**config.mk**
```make
export PLATFORM = sky130hd
export DESIGN_NAME = ps2_host_tx
export DESIGN_NICKNAME = d
export VERILOG_FILES = /design/src/rtl/ps2_pkg.sv /design/src/rtl/ps2_line_sync.sv /design/src/rtl/ps2_host_tx.sv
export SDC_FILE = /design/constraint.sdc
export NUM_CORES = 1
export LEC_CHECK = 0
export CAP_MARGIN = 10
export CORE_MARGIN = 5
export CORE_UTILIZATION = 55
export CTS_CLUSTER_SIZE = 30
export DETAILED_ROUTE_END_ITERATION = 10
export DONT_BUFFER_PORTS = 1
export GPL_ROUTABILITY_DRIVEN = 0
export PLACE_DENSITY = 0.71
export SETUP_SLACK_MARGIN = 0.05
export SLEW_MARGIN = 20
export SYNTH_ARGS = -nofsm -noshare
export SYNTH_HDL_FRONTEND = slang
export SYNTH_SLANG_ARGS = --single-unit
export TNS_END_PERCENT = 1
```
**constraint.sdc**
```tcl
create_clock -name clk -period 4.8 [get_ports clk]
set_input_delay 0.96 -clock clk [delete_from_list [all_inputs] [get_ports clk]]
set_output_delay 0.96 -clock clk [all_outputs]
set_load 0.1 [all_outputs]
```
**src/rtl/ps2_pkg.sv**
```systemverilog
// Shared PS/2 definitions: link FSM states, frame geometry and common keyboard
// command bytes, used by both the host transmitter and the receiver.
package ps2_pkg;

  localparam int PS2_DATA_BITS   = 8;
  localparam int PS2_FRAME_FALLS = 11;

  localparam logic [7:0] PS2_CMD_SET_LED = 8'hED;
  localparam logic [7:0] PS2_CMD_ENABLE  = 8'hF4;
  localparam logic [7:0] PS2_CMD_RESET   = 8'hFF;

  typedef enum logic [2:0] {
    ST_IDLE,
    ST_INHIBIT,
    ST_REQ,
    ST_DATA,
    ST_PARITY,
    ST_STOP,
    ST_ACK,
    ST_WAIT_REL
  } ps2_state_e;

  // PS/2 frames carry odd parity over the eight data bits.
  function automatic logic ps2_odd_parity(input logic [7:0] d);
    return ~^d;
  endfunction

endpackage

```
**src/rtl/ps2_line_sync.sv**
```systemverilog
// Two-flop synchronisers for the raw PS/2 clock and data pins, plus a
// falling-edge strobe on the synchronised clock.
module ps2_line_sync (
  input  logic clk,
  input  logic rst,
  input  logic i_clk_pin,
  input  logic i_data_pin,
  output logic o_clk_sync,
  output logic o_data_sync,
  output logic o_fall
);

  logic [1:0] r_clk_ff;
  logic [1:0] r_data_ff;
  logic       r_clk_prev;

  // Reset to the idle (released, pulled-up) line level so no false edge appears.
  always_ff @(posedge clk or posedge rst) begin
    if (rst) begin
      r_clk_ff   <= 2'b11;
      r_data_ff  <= 2'b11;
      r_clk_prev <= 1'b1;
    end else begin
      r_clk_ff   <= {r_clk_ff[0], i_clk_pin};
      r_data_ff  <= {r_data_ff[0], i_data_pin};
      r_clk_prev <= r_clk_ff[1];
    end
  end

  assign o_clk_sync  = r_clk_ff[1];
  assign o_data_sync = r_data_ff[1];
  assign o_fall      = r_clk_prev & ~r_clk_ff[1];

endmodule

```
**src/rtl/ps2_host_tx.sv**
```systemverilog
// PS/2 host-to-device transmitter: inhibits the clock, issues a request-to-send,
// then shifts one command byte out on the device-generated clock.
module ps2_host_tx
  import ps2_pkg::*;
#(
  parameter int INHIBIT_CYCLES = 6000,
  parameter int TIMEOUT_CYCLES = 1000000
) (
  input  logic       clk,
  input  logic       rst,
  input  logic       PS2_clk_in,
  input  logic       PS2_data_in,
  output logic       PS2_clk_oe,
  output logic       PS2_data_oe,
  input  logic [7:0] tx_data,
  input  logic       tx_valid,
  output logic       tx_ready,
  output logic       busy,
  output logic       tx_done,
  output logic       tx_error,
  output ps2_state_e dbg_state
);

  localparam int INH_W = $clog2(INHIBIT_CYCLES + 1);
  localparam logic [INH_W-1:0] INH_LAST = INH_W'(INHIBIT_CYCLES - 1);
  localparam logic [INH_W-1:0] INH_PRE  = INH_W'(INHIBIT_CYCLES - 2);
  localparam logic [19:0]      TO_LAST  = 20'(TIMEOUT_CYCLES - 1);

  logic w_clk_sync, w_data_sync, w_fall;

  ps2_line_sync u_sync (
    .clk        (clk),
    .rst        (rst),
    .i_clk_pin  (PS2_clk_in),
    .i_data_pin (PS2_data_in),
    .o_clk_sync (w_clk_sync),
    .o_data_sync(w_data_sync),
    .o_fall     (w_fall)
  );

  ps2_state_e       r_state, w_state_nx;
  logic [INH_W-1:0] r_inh_cnt, w_inh_cnt_nx;
  logic [19:0]      r_to_cnt, w_to_cnt_nx;
  logic [3:0]       r_bit_cnt, w_bit_cnt_nx;
  logic [7:0]       r_byte, w_byte_nx;
  logic             r_parity, w_parity_nx;
  logic             r_nack, w_nack_nx;
  logic             r_clk_oe, w_clk_oe_nx;
  logic             r_data_oe, w_data_oe_nx;
  logic             r_done, w_done_nx;
  logic             r_error, w_error_nx;
  logic             r_ready, w_ready_nx;
  logic             r_busy;

  always_ff @(posedge clk or posedge rst) begin
    if (rst) begin
      r_state   <= ST_IDLE;
      r_inh_cnt <= '0;
      r_to_cnt  <= '0;
      r_bit_cnt <= '0;
      r_byte    <= '0;
      r_parity  <= 1'b0;
      r_nack    <= 1'b0;
      r_clk_oe  <= 1'b0;
      r_data_oe <= 1'b0;
      r_done    <= 1'b0;
      r_error   <= 1'b0;
      r_ready   <= 1'b1;
      r_busy    <= 1'b0;
    end else begin
      r_state   <= w_state_nx;
      r_inh_cnt <= w_inh_cnt_nx;
      r_to_cnt  <= w_to_cnt_nx;
      r_bit_cnt <= w_bit_cnt_nx;
      r_byte    <= w_byte_nx;
      r_parity  <= w_parity_nx;
      r_nack    <= w_nack_nx;
      r_clk_oe  <= w_clk_oe_nx;
      r_data_oe <= w_data_oe_nx;
      r_done    <= w_done_nx;
      r_error   <= w_error_nx;
      r_ready   <= w_ready_nx;
      r_busy    <= (w_state_nx != ST_IDLE);
    end
  end

  // Handshake: a byte transfers on a rising edge where tx_valid && tx_ready;
  // tx_ready is high only in IDLE and is held low during the tx_done cycle,
  // so a request seen alongside tx_done is taken one cycle later.
  always_comb begin
    w_state_nx   = r_state;
    w_inh_cnt_nx = r_inh_cnt;
    w_to_cnt_nx  = r_to_cnt;
    w_bit_cnt_nx = r_bit_cnt;
    w_byte_nx    = r_byte;
    w_parity_nx  = r_parity;
    w_nack_nx    = r_nack;
    w_clk_oe_nx  = r_clk_oe;
    w_data_oe_nx = r_data_oe;
    w_done_nx    = 1'b0;
    w_error_nx   = 1'b0;
    case (r_state)
      ST_IDLE: begin
        w_clk_oe_nx  = 1'b0;
        w_data_oe_nx = 1'b0;
        if (tx_valid && r_ready) begin
          w_byte_nx    = tx_data;
          w_parity_nx  = ps2_odd_parity(tx_data);
          w_nack_nx    = 1'b0;
          w_inh_cnt_nx = '0;
          w_bit_cnt_nx = '0;
          w_clk_oe_nx  = 1'b1;
          w_state_nx   = ST_INHIBIT;
        end
      end
      ST_INHIBIT: begin
        w_inh_cnt_nx = r_inh_cnt + 1'b1;
        if (r_inh_cnt == INH_LAST) begin
          w_clk_oe_nx = 1'b0;
          w_to_cnt_nx = '0;
          w_state_nx  = ST_REQ;
        end else if (r_inh_cnt == INH_PRE) begin
          w_data_oe_nx = 1'b1;
        end
      end
      ST_REQ, ST_DATA, ST_PARITY, ST_STOP, ST_ACK: begin
        w_to_cnt_nx = r_to_cnt + 1'b1;
        // The timeout terminal count takes priority over a coincident fall.
        if (r_to_cnt == TO_LAST) begin
          w_clk_oe_nx  = 1'b0;
          w_data_oe_nx = 1'b0;
          w_done_nx    = 1'b1;
          w_error_nx   = 1'b1;
          w_state_nx   = ST_IDLE;
        end else if (w_fall) begin
          w_bit_cnt_nx = r_bit_cnt + 1'b1;
          case (r_state)
            ST_REQ: begin
              w_data_oe_nx = ~r_byte[0];
              w_state_nx   = ST_DATA;
            end
            ST_DATA: begin
              w_data_oe_nx = ~r_byte[r_bit_cnt[2:0]];
              if (r_bit_cnt == 4'(PS2_DATA_BITS - 1)) w_state_nx = ST_PARITY;
            end
            ST_PARITY: begin
              w_data_oe_nx = ~r_parity;
              w_state_nx   = ST_STOP;
            end
            ST_STOP: begin
              w_data_oe_nx = 1'b0;
              w_state_nx   = ST_ACK;
            end
            default: begin
              w_nack_nx  = w_data_sync;
              w_state_nx = ST_WAIT_REL;
            end
          endcase
        end
      end
      ST_WAIT_REL: begin
        if (w_clk_sync && w_data_sync) begin
          w_done_nx  = 1'b1;
          w_error_nx = r_nack;
          w_state_nx = ST_IDLE;
        end
      end
      default: w_state_nx = ST_IDLE;
    endcase
    w_ready_nx = (w_state_nx == ST_IDLE) && !w_done_nx;
  end

  assign PS2_clk_oe  = r_clk_oe;
  assign PS2_data_oe = r_data_oe;
  assign tx_ready    = r_ready;
  assign busy        = r_busy;
  assign tx_done     = r_done;
  assign tx_error    = r_error;
  assign dbg_state   = r_state;

endmodule

```
==> results.json, run 1 <==
{
  "antenna_found_initial": 0,
  "start_kind": "register",
  "synth_top_area_share_pct": 40.2,
  "diodes": 0,
  "r2r_end": "r_nack$_DFFE_PP0P_",
  "wire_per_inst_um": 16.3,
  "synth_edf_count": 0,
  "io-pin-count": 22,
  "cp.arrival_ns": 3.11,
  "period_share_pct": 59.2,
  "first_global_vias": 2715,
  "netSwitchingPower_uw": 847,
  "layout_common_cells": "nand2_1 (56), dfrtp_1 (55), o21ai_0 (25)",
  "relSlewSlack_pct": 38.0,
  "reg2reg_slack_ns": 1.96,
  "grt_max_degree": 62,
  "dr_total_vias": 2820,
  "die_h_um": 88.9,
  "avgSynthCellArea_um2": 9.13,
  "internal_power_uw": 1230,
  "combPwrFrac_pct": 31.8,
  "hold_violations": 0,
  "busiest_layer": "met2",
  "hold_depth": 0,
  "root_buffer": "clkbuf_8",
  "finalClockSkew_ns": 0.00457,
  "cts_inserted_buffers": 9,
  "ys.flop_type": "dfrtp_1",
  "post-dp-hpwl_um": 5120,
  "ir_worst_vdd_uv": 425,
  "synth_area_um2": 3420,
  "reg2reg_depth": 5,
  "rows": 28,
  "met1_usage_pct": 29.4,
  "seq_area_frac_synth_pct": 44.8,
  "cts_resized": 0,
  "initial_core_util_pct": 57.2,
  "setup_violations": 0,
  "rsz0062_at_grt": "false",
  "cts_sinks": 61,
  "async_reset_ff_share_pct": 100,
  "placed_cell_area_um2": 3500,
  "pwr-share-clk_pct": 25.0,
  "synth_cell_types": 53,
  "htree_num_levels": 3,
  "status": "completed",
  "synthToLayoutAreaGrowth_pct": 8.66,
  "critPathKind": "register to register",
  "seqPwrFrac_pct": 43.2,
  "clk_latency_ns": 0.34,
  "nFillCells": 517,
  "clockBufferDepth": 2,
  "finalWirelength_um": 7410,
  "final_layout_size_suffix_gt1_share_pct": 10.3,
  "first_pass_iters": 4,
  "num-nets-final": 394,
  "synth-seq-cells": 61,
  "cts.clk_slew.worst_paths_ns": 0.07,
  "min_to": "u_sync.r_clk_ff[1]$_DFF_PP1_",
  "worstMarginPinSlew_ns": 0.931,
  "final_antenna_net_count": 0,
  "io_buffers": 0,
  "final_max_slew_viol_count": 0,
  "use_met2_pct": 31.6,
  "reg2reg_from": "tx_ready$_DFF_PP1_",
  "syn_inst": 375,
  "fin_total_pwr_uw": 2080,
  "cts.repair_timing.setup_buffer_count": 0,
  "fin_setup_tns_ns": 0,
  "synth_area_leaders": "dfrtp_1 (40%), nand2_1 (6.1%), dfstp_2 (4.6%)",
  "max_freq_ghz": 0.352,
  "powerDensity_nw_per_um2": 558,
  "yosys_warnings": 0,
  "overflow": 0,
  "grt_pass1_wl_um": 13100,
  "cts_tree": "built",
  "mostFrequentLayoutCell": "nand2_1",
  "min-delay-start": "u_sync.r_clk_ff[0]$_DFF_PP1_",
  "crit_path_max_fanout": 13,
  "die_area_um2": 7900,
  "design_area_um2": 3720,
  "routed_via_density": 6.20,
  "hold_path.class": "register to register",
  "fp.dieW_um": 88.9,
  "grtUsageMet3_pct": 8.29,
  "p_sw_share_pct": 40.8,
  "grt_use_total_pct": 21.3,
  "cellLeakagePower_uw": 0.00156,
  "cts-hold-fix-buffers": 0,
  "drtIter0Drc": 197,
  "period_minus_slack_ns": 2.84,
  "syn_nets": 394,
  "core_area_um2": 5990,
  "worstPathRequired_ns": 5.07,
  "yosys.area.top_type": "dfrtp_1",
  "cap_violations": 0,
  "drc_errors": 0,
  "end_kind": "register"
}
synth_stat cells (3+ instances only):
cell       n
nand2_1   56
dfrtp_1   55
o21ai_0   25
a21oi_1   22
nand3_1   20
nor2_1    16
clkbuf_1  15
inv_1     13
or3_1     11
xnor2_1   11
a211oi_1   8
mux2i_1    8
o31ai_1    8
and3_1     7
nand4_1    7
dfstp_2    6
ha_1       6
nor3_1     6
o211ai_1   6
nor3b_1    5
a31oi_1    4
or2_2      4
a21o_1     3
a311oi_1   3
a41o_1     3
and3b_1    3
nand3b_1   3
nor4_1     3
or4_1      3
routing by layer:
metal	vias to the layer above	routed length [um]
met4	0	74
met5	-	0
met1	1369	3500
li1	1376	-
met3	9	495
met2	66	3340
sequential cells by signal (all words and copies together), names as in the netlist:
| register | cells |
|---|---|
| r_to_cnt | 20 |
| r_inh_cnt | 13 |
| r_byte | 8 |
| r_bit_cnt | 4 |
| dbg_state | 3 |
| u_sync.r_clk_ff | 2 |
| u_sync.r_data_ff | 2 |
| PS2_clk_oe | 1 |
| PS2_data_oe | 1 |
| busy | 1 |
| r_nack | 1 |
| r_parity | 1 |
| tx_done | 1 |
| tx_error | 1 |
| tx_ready | 1 |
| u_sync.r_clk_prev | 1 |
layout make-up:
class | instances | area (um^2) | area share, %
Clock buffer | 12 | 155 | 4.17
Sequential cell | 61 | 1530 | 41.2
Timing Repair Buffer | 5 | 37.5 | 1.01
Tap cell | 75 | 93.8 | 2.52
Inverter | 13 | 48.8 | 1.31
Multi-Input combinational cell | 285 | 1780 | 47.9
Clock inverter | 4 | 70.1 | 1.88
cells by family after synthesis:
kind of cell,share of synthesized area (%)
and+or+nand+nor,24.0
AOI/OAI and AO/OA,18.2
DFF,44.8
buffers and inverters,3.18
xor gates and xnor gates,3.32
muxes,4.31
adders and majority gates,2.19
stage by stage:
| step | hold slack (ns) | std cells | utilization (%) | setup slack [ns] |
|---|---|---|---|---|
| global route | 0.356 | 455 | 62.1 | 1.71 |
| CTS | 0.357 | 455 | 62.1 | 1.94 |
| floorplan | 0.345 | 375 | - | 1.72 |
| detailed placement | 0.348 | 439 | 58.4 | 1.96 |
| global placement | 0.346 | 439 | 58.4 | 1.97 |
| finish | 0.356 | 455 | 62.1 | 1.96 |
worst max-delay path by stage:
stage	start	slack (ns)	cells after the start	endpoint
floorplan	dbg_state[1]$_DFF_PP0_	1.72	9	r_to_cnt[9]$_DFFE_PP0P_
global placement	tx_ready$_DFF_PP1_	1.97	5	r_nack$_DFFE_PP0P_
detailed placement	tx_ready$_DFF_PP1_	1.96	5	r_nack$_DFFE_PP0P_
CTS	tx_ready$_DFF_PP1_	1.94	5	r_nack$_DFFE_PP0P_
global route	tx_ready$_DFF_PP1_	1.71	5	r_nack$_DFFE_PP0P_
finish	tx_ready$_DFF_PP1_	1.96	5	r_nack$_DFFE_PP0P_
worst max-delay path, cell delays in order (launching register included):
cell	delay [ns]
dfstp_2	0.89
nand2_1	0.27
nor2_1	0.73
a21oi_1	0.24
a211oi_1	0.41
mux2i_1	0.22
power by group through the flow:
stage | Combinational, uW | Clock, uW | Sequential (uW)
floorplan | 504 | 0 | 897
global placement | 645 | 0 | 898
detailed placement | 657 | 0 | 905
CTS | 662 | 526 | 897
global route | 749 | 554 | 923
finish | 661 | 519 | 898
(Power assumes the default switching activity.)
==> run 2, diff against run 1 <==
==> constraint.sdc (replaced) <==
create_clock -name clk -period 2.88 [get_ports clk]
set_input_delay 0.576 -clock clk [delete_from_list [all_inputs] [get_ports clk]]
set_output_delay 0.576 -clock clk [all_outputs]
set_load 0.1 [all_outputs]
==> results.json, run 2 (synthesized netlist as in run 1, its figures left out) <==
{
  "status": "completed",
  "worstPathRequired_ns": 3.14,
  "seqPwrFrac_pct": 46.1,
  "crit_slowest_cell": "dfrtp_2",
  "max_freq_ghz": 0.374,
  "period_share_pct": 92.9,
  "multi_input_area_um2": 1790,
  "clockBufferDepth": 2,
  "critPathTopFamily": "compound AO/OA/AOI/OAI gates",
  "max_stage_delay_ns": 0.52,
  "mostFrequentLayoutCell": "nand2_1",
  "grt_pass1_wl_um": 13000,
  "wire_per_inst_um": 16.4,
  "cts_inserted_buffers": 9,
  "crit_top_cell": "inv_1",
  "antenna_found_initial": 0,
  "relSlewSlack_pct": 37.8,
  "fin_cells": 459,
  "initial_core_util_pct": 57.2,
  "num-nets-final": 398,
  "final_max_slew_viol_count": 0,
  "ir_worst_vdd_uv": 760,
  "fp.dieW_um": 88.9,
  "final_layout_size_suffix_gt1_share_pct": 11.2,
  "clk_latency_ns": 0.35,
  "internal_power_uw": 1840,
  "setup_violations": 0,
  "worstMarginPinSlew_ns": 0.933,
  "p_sw_share_pct": 43.2,
  "diodes": 0,
  "rows": 28,
  "cts_tree": "built",
  "drtIter0Drc": 192,
  "cts.clk_slew.worst_paths_ns": 0.07,
  "io_buffers": 0,
  "period_minus_slack_ns": 2.67,
  "synthToLayoutAreaGrowth_pct": 8.00,
  "die_h_um": 88.9,
  "finalClockSkew_ns": 0.0110,
  "htree_num_levels": 3,
  "grt_max_degree": 34,
  "crit_path_max_fanout": 16,
  "cts_sinks": 61,
  "top_register": "r_to_cnt",
  "drc_errors": 0,
  "cap_violations": 0,
  "path_cells": "inv_1 -> ha_1 -> inv_1 -> a2111oi_0 -> a21oi_2 -> or4_1 -> a21oi_1",
  "start_kind": "register",
  "critPathKind": "register to register",
  "first_global_vias": 2591,
  "largest_reg_flops": 20,
  "nFillCells": 513,
  "cts.repair_timing.setup_buffer_count": 0,
  "hold_violations": 0,
  "core_area_um2": 5990,
  "hold_path.class": "input port to async pin",
  "netSwitchingPower_uw": 1400,
  "powerDensity_nw_per_um2": 878,
  "rsz0062_at_grt": "false",
  "reg_top3": "r_to_cnt x20, r_inh_cnt x13, r_byte x8",
  "first_pass_iters": 5,
  "fin_setup_tns_ns": 0,
  "cp.arrival_ns": 2.94,
  "routed_via_density": 6.11,
  "cellLeakagePower_uw": 0.00155,
  "end_kind": "register",
  "dr_total_vias": 2804,
  "final_antenna_net_count": 0,
  "finalWirelength_um": 7520,
  "layout_common_cells": "nand2_1 (56), dfrtp_1 (53), o21ai_0 (25)",
  "die_area_um2": 7900,
  "io-pin-count": 22,
  "pwr-share-clk_pct": 19.3,
  "path_buf_inv": 2,
  "post-dp-hpwl_um": 5390,
  "combPwrFrac_pct": 34.6,
  "cts-hold-fix-buffers": 0,
  "register_area_um2": 1540,
  "overflow": 0,
  "root_buffer": "clkbuf_8",
  "grt_use_total_pct": 21.6,
  "dp_cells": 443
}
-- run 2: metal layers --
layer  track usage [%]  vias up  wire, um
li1                  -     1394         -
met1              31.7     1314      3620
met2              29.8       85      3240
met3              6.18       11       511
met4              9.20        0       146
met5                 0        -         0
-- run 2: power groups by stage --
stage	Combinational [uW]	Sequential, uW	Clock (uW)
2_1_floorplan	840	1500	0
3_3_place_gp	1100	1490	0
3_5_place_dp	1120	1510	0
4_1_cts	1120	1490	643
5_1_grt	1270	1540	683
6_report	1120	1500	625
-- run 2: path summary, 6_finish.rpt --
path / from / to / slack, ns / cells past startpoint
max: dbg_state[1]$_DFF_PP0_ / r_to_cnt[19]$_DFFE_PP0P_ / 0.21 / 7
min: rst / r_to_cnt[17]$_DFFE_PP0P_ / 0.19 / 1
max reg2reg: dbg_state[1]$_DFF_PP0_ / r_to_cnt[19]$_DFFE_PP0P_ / 0.21 / 7
min reg2reg: u_sync.r_clk_ff[0]$_DFF_PP1_ / u_sync.r_clk_ff[1]$_DFF_PP1_ / 0.36 / 0
max in group asynchronous: rst / u_sync.r_data_ff[0]$_DFF_PP1_ / 2.02 / 2
min in group clk: PS2_clk_in / u_sync.r_clk_ff[0]$_DFF_PP1_ / 0.23 / 0
-- run 2: area by class of cell --
class	instances	area share, %
inverters	13	1.32
clock buffers	13	3.76
flip-flops and latches	61	41.5
multi-input cells	285	48.3
well taps	75	2.54
clock inverters	3	0.406
repair buffers	9	2.17
-- run 2: per-stage QoR --
stage          worst slack (ns)  utilization [%]  total power, uW  instance area (um^2)  hold WS, ns
6_report                  0.206             61.7             3250                  3700        0.192
3_3_place_gp              0.395             59.1             2590                  3540        0.346
3_5_place_dp              0.301             59.1             2620                  3540        0.347
5_1_grt                  0.0555             61.7             3490                  3700        0.214
4_1_cts                   0.282             61.7             3260                  3690        0.209
2_1_floorplan            0.0871                -             2340                  3430        0.345
-- run 2: repair_timing --
action                                 CTS  global route
setup endpoints to repair                0             2
endpoints found under the hold margin    0             0
gates resized for setup                  0             1
